`src/rtl/packet_merger.sv`:
```
// packet_merger: 2-to-1 packet-atomic AXI-Stream merger with a registered output stage.
// Define PACKET_MERGER_STARVE_GUARD_EN to bound how long the low-priority path can starve.
module packet_merger #(
  parameter int DATA_WIDTH   = 32,
  parameter int STARVE_LIMIT = 8
) (
  input  logic                    clk,
  input  logic                    rst_n,
  input  logic [DATA_WIDTH-1:0]   s_axis0_tdata,
  input  logic                    s_axis0_tvalid,
  input  logic                    s_axis0_tlast,
  input  logic [DATA_WIDTH/8-1:0] s_axis0_tkeep,
  output logic                    s_axis0_tready,
  input  logic [DATA_WIDTH-1:0]   s_axis1_tdata,
  input  logic                    s_axis1_tvalid,
  input  logic                    s_axis1_tlast,
  input  logic [DATA_WIDTH/8-1:0] s_axis1_tkeep,
  output logic                    s_axis1_tready,
  output logic [DATA_WIDTH-1:0]   m_axis_tdata,
  output logic                    m_axis_tvalid,
  output logic                    m_axis_tlast,
  output logic [DATA_WIDTH/8-1:0] m_axis_tkeep,
  output logic                    m_axis_tuser,
  input  logic                    m_axis_tready,
  input  logic [1:0]              merge_mode
);
  localparam int KW = DATA_WIDTH / 8;
  localparam logic [1:0] IDLE = 2'd0, LOCK0 = 2'd1, LOCK1 = 2'd2;
  logic [1:0] state_q, state_d;
  logic last_grant_q, last_grant_d;
  logic [DATA_WIDTH-1:0] tdata_q;
  logic [KW-1:0] tkeep_q;
  logic tlast_q, tuser_q, tvalid_q;
  logic can_load, both_v, locked, prio_mode, prio_path, tie_grant, grant, sel;
  logic active, in_valid, in_last, accept, arb;
  assign can_load  = !tvalid_q || m_axis_tready;
  assign both_v    = s_axis0_tvalid && s_axis1_tvalid;
  assign locked    = (state_q == LOCK0) || (state_q == LOCK1);
  assign prio_mode = (merge_mode == 2'b01) || (merge_mode == 2'b10);
  assign prio_path = merge_mode == 2'b01;
`ifdef PACKET_MERGER_STARVE_GUARD_EN
  localparam int CW = $clog2(STARVE_LIMIT + 1);
  localparam logic [CW-1:0] LIMIT = CW'(STARVE_LIMIT);
  logic [CW-1:0] starve_q, starve_d;
  logic other_valid;
  assign other_valid = prio_path ? s_axis0_tvalid : s_axis1_tvalid;
  // A full counter hands the next tie to the waiting path, which also clears it.
  assign tie_grant = prio_mode ? ((starve_q == LIMIT) ? !prio_path : prio_path) : !last_grant_q;
  assign starve_d  = !arb ? starve_q :
                     (prio_mode && sel == prio_path && other_valid) ?
                     ((starve_q == LIMIT) ? starve_q : starve_q + 1'b1) : '0;
  always_ff @(posedge clk or negedge rst_n) begin
    if (!rst_n) starve_q <= '0;
    else starve_q <= starve_d;
  end
`else
  assign tie_grant = prio_mode ? prio_path : !last_grant_q;
`endif
  assign grant    = both_v ? tie_grant : s_axis1_tvalid;
  assign sel      = (state_q == LOCK0) ? 1'b0 : (state_q == LOCK1) ? 1'b1 : grant;
  assign active   = locked || s_axis0_tvalid || s_axis1_tvalid;
  assign s_axis0_tready = rst_n && can_load && active && !sel;
  assign s_axis1_tready = rst_n && can_load && active && sel;
  assign in_valid = sel ? s_axis1_tvalid : s_axis0_tvalid;
  assign in_last  = sel ? s_axis1_tlast : s_axis0_tlast;
  assign accept   = in_valid && (sel ? s_axis1_tready : s_axis0_tready);
  assign arb      = accept && !locked;
  assign state_d  = accept ? (in_last ? IDLE : (sel ? LOCK1 : LOCK0)) : (locked ? state_q : IDLE);
  assign last_grant_d = (accept && in_last) ? sel : last_grant_q;
  always_ff @(posedge clk or negedge rst_n) begin
    if (!rst_n) begin
      state_q      <= IDLE;
      last_grant_q <= 1'b1;
      tdata_q      <= '0;
      tkeep_q      <= '0;
      tlast_q      <= 1'b0;
      tuser_q      <= 1'b0;
      tvalid_q     <= 1'b0;
    end else begin
      state_q      <= state_d;
      last_grant_q <= last_grant_d;
      if (accept) begin
        tdata_q  <= sel ? s_axis1_tdata : s_axis0_tdata;
        tkeep_q  <= sel ? s_axis1_tkeep : s_axis0_tkeep;
        tlast_q  <= in_last;
        tuser_q  <= sel;
        tvalid_q <= 1'b1;
      end else if (can_load) begin
        tvalid_q <= 1'b0;
      end
    end
  end
  assign m_axis_tdata  = tdata_q;
  assign m_axis_tkeep  = tkeep_q;
  assign m_axis_tlast  = tlast_q;
  assign m_axis_tuser  = tuser_q;
  assign m_axis_tvalid = tvalid_q;
endmodule

```
`config.mk`:
```
export PLATFORM = sky130hd
export DESIGN_NAME = packet_merger
export DESIGN_NICKNAME = d
export VERILOG_FILES = /design/src/rtl/packet_merger.sv
export SDC_FILE = /design/constraint.sdc
export NUM_CORES = 1
export LEC_CHECK = 0
export CELL_PAD_IN_SITES_DETAIL_PLACEMENT = 0
export CELL_PAD_IN_SITES_GLOBAL_PLACEMENT = 1
export CORE_ASPECT_RATIO = 0.6
export CORE_UTILIZATION = 30
export CTS_BUF_LIST = sky130_fd_sc_hd__clkbuf_8
export DETAILED_ROUTE_END_ITERATION = 7
export GPL_TIMING_DRIVEN = 0
export MAX_ROUTING_LAYER = met4
export PLACE_DENSITY_LB_ADDON = 0.25
export RECOVER_POWER = 50
export SLEW_MARGIN = 20
export SYNTH_ARGS = -nofsm -noshare
export SYNTH_HDL_FRONTEND = slang
export SYNTH_SLANG_ARGS = --single-unit
export TNS_END_PERCENT = 100
```
`constraint.sdc`:
```
create_clock -name clk -period 3.4 [get_ports clk]
set_input_delay 0.51 -clock clk [delete_from_list [all_inputs] [get_ports clk]]
set_output_delay 0.51 -clock clk [all_outputs]
set_load 0.02 [all_outputs]
```
==> results.json <==
{
  "status": "finished, violations left",
  "violations": "DRC",
  "crit_type": "input port to output pin",
  "yosys_register_bits": 42,
  "avgSynthCellArea_um2": 8.80,
  "die-area_mm2": 0.00757,
  "synthFlopType": "dfrtp_1",
  "fmax_mhz": 318,
  "cts-hold-fix-buffers": 0,
  "drt_wl_total_um": 7000,
  "cts.sinks": 42,
  "dp_slack_ns": -0.0610,
  "post_cts_buffers": 0,
  "fin_crit_sh_pct": 92.4,
  "netlist_area_mm2": 0.00216,
  "grt_pass1_vias": 2203,
  "worstSetupEndpointType": "output pin",
  "h-tree-depth": 2,
  "setup_ws_ns": 0.259,
  "max_slew_margin_pct": 15.2,
  "p_total_uw": 1890,
  "fin_nets": 459,
  "place_area_mm2": 0.00351,
  "start_kind": "input port",
  "finalSetupViolations": 0,
  "diodes": 0,
  "cp.arrival_ns": 2.63,
  "ys_top_cells_by_count": "nand2_1 (78), dfrtp_1 (41), a21oi_1 (38)",
  "cts_buffer_depth": 2,
  "place_inst": 455,
  "antenna_found_initial": 0,
  "r2r-start": "state_q[0]",
  "rsz0062_at_grt": "no",
  "clk_latency_ns": 0.29,
  "drcViolationCount": 7,
  "grt_max_degree": 25,
  "fin_cells": 463,
  "leakagePower_uw": 0.00145,
  "initial_utilization_pct": 31.7,
  "fp.dieW_um": 112,
  "dp_hpwl_um": 5240,
  "synth_top_cell_by_area": "dfrtp_1",
  "place.port_buffers": 121,
  "finalInstanceArea_mm2": 0.00359,
  "area.growth.synth_to_final_pct": 65.8,
  "path_max_fanout": 10,
  "grt_overflow": 0,
  "yosys-top-cells-area": "dfrtp_1 (47%), nand2_1 (14%), a21oi_1 (8.8%), a31oi_1 (8.1%), a31oi_2 (5.8%)",
  "worstMarginPinSlew_ns": 1.27,
  "hold_path_class": "input port to async pin",
  "yosysSeqAreaShare_pct": 48.6,
  "viasPerCell": 4.83,
  "dr.pass1.iters": 6,
  "cts_root_buf": "clkbuf_8",
  "vdd_drop_max_mv": 0.239,
  "clk_pin_slew_worst_paths_ns": 0.08,
  "track_usage_pct": 19.4,
  "routedWlPerCell_um": 15.1,
  "dr.first_iter.drc_count": 126,
  "finalCriticalPeriod_ns": 3.14,
  "powerDensity_mw_per_mm2": 526,
  "row_count": 23,
  "yosysWarnings": 0,
  "ios": 122,
  "cts_tree": "done",
  "skew_ns": 0.00468,
  "worst_r2r_path_depth": 7,
  "gp_congestion": 0.757,
  "drive_above_1_share_pct": 8.51,
  "syn_inst": 246,
  "crit_start": "merge_mode[1]",
  "num_vias": 2235,
  "cts_buffers": 5,
  "synthArstFlopShare_pct": 100,
  "drv_slew": 0,
  "core_region_area_mm2": 0.00682,
  "grt_pass1_wl_um": 10900,
  "die_y_um": 67.8,
  "cp.required_ns": 2.89,
  "yosysMostFrequentCell": "nand2_1",
  "synth_top_area_share_pct": 47.4,
  "max-cap-violations": 0,
  "synthDistinctLibCells": 25,
  "synth_edf_count": 0,
  "syn_nets": 330,
  "hold_viol": 0,
  "ant_nets": 0
}
## layer usage
metal	GRT usage, %	routed length, µm
met5	-	0
met4	3.04	23
met3	6.46	633
met2	29.6	2870
met1	25.5	3470
## through the flow
step                setup TNS, ns  utilization, %  hold WS (ns)
finish                          0            52.6         0.472
detailed placement        -0.0610            51.4         0.508
global route                    0            52.6         0.522
floorplan                       0               -         0.214
CTS                             0            53.0         0.225
global placement           -12.58            51.1         0.483
## worst paths after layout
kind	endpoint	slack, ns
max in group asynchronous	m_axis_tdata[4]	1.25
hold / removal	m_axis_tdata[26]	0.47
min in group clk	last_grant_q	0.51
setup reg to reg	state_q[0]	1.53
hold reg to reg	last_grant_q	0.51
setup / recovery	s_axis0_tready	0.26
## flip-flops by register name (all words and copies together) (netlist names)
name,cells
m_axis_tdata,32
m_axis_tkeep,4
state_q,2
last_grant_q,1
m_axis_tlast,1
m_axis_tuser,1
m_axis_tvalid,1
## where the power goes
group | internal (µW) | switching, µW
Combinational | 385 | 428
Clock | 214 | 170
Sequential | 623 | 68.2
Total | 1220 | 666
## area by class of cell
cell class	instances	area (µm²)
clock inverter	3	37.5
clock buffer	5	68.8
timing repair buffer	122	1210
inverter	4	15.0
multi-input combinational	178	976
buffer	22	121
tap	87	109
sequential	42	1050
fill	662	3230
## layout by cell type (no fill, tap or decap), drive strengths merged, types with 2 or more instances in the layout
cell and instances:
clkdlybuf4s50 98, nand3 3, dlygate4sd3 20, o32ai 2, buf 12, a21oi 38
a211oi 2, inv 6, nor2b 2, nand2 78, and2 2, clkbuf 17
ha 3, o2bb2ai 2, nand2b 3, dfrtp 41, a31oi 38
## repair_timing
action,4_1_cts,5_1_grt
pin swaps,0,0
endpoints found under the setup margin,1,1
cloned,0,0
resized for setup,1,1
## worst max-delay path, stage by stage
cell             delay, ns
clkdlybuf4s50_1       0.45
inv_1                 0.04
ha_1                  0.29
nor2b_1               0.17
o31a_1                0.31
clkbuf_1              0.25
a211oi_1              0.25
dlygate4sd2_1         0.36
## logic make-up (layout without fill, tap and decap cells)
| kind of cell | after synthesis | count (layout) | share of synthesized area (%) |
|---|---|---|---|
| AO/OA/AOI/OAI | 86 | 86 | 26.8 |
| adder cells (fa/ha/maj) | 3 | 3 | 1.73 |
| buffers and inverters | 26 | 156 | 6.30 |
| flip-flops | 42 | 42 | 48.6 |
| AND/OR/NAND/NOR | 89 | 89 | 16.5 |
Power figures use the tool's default switching activity.
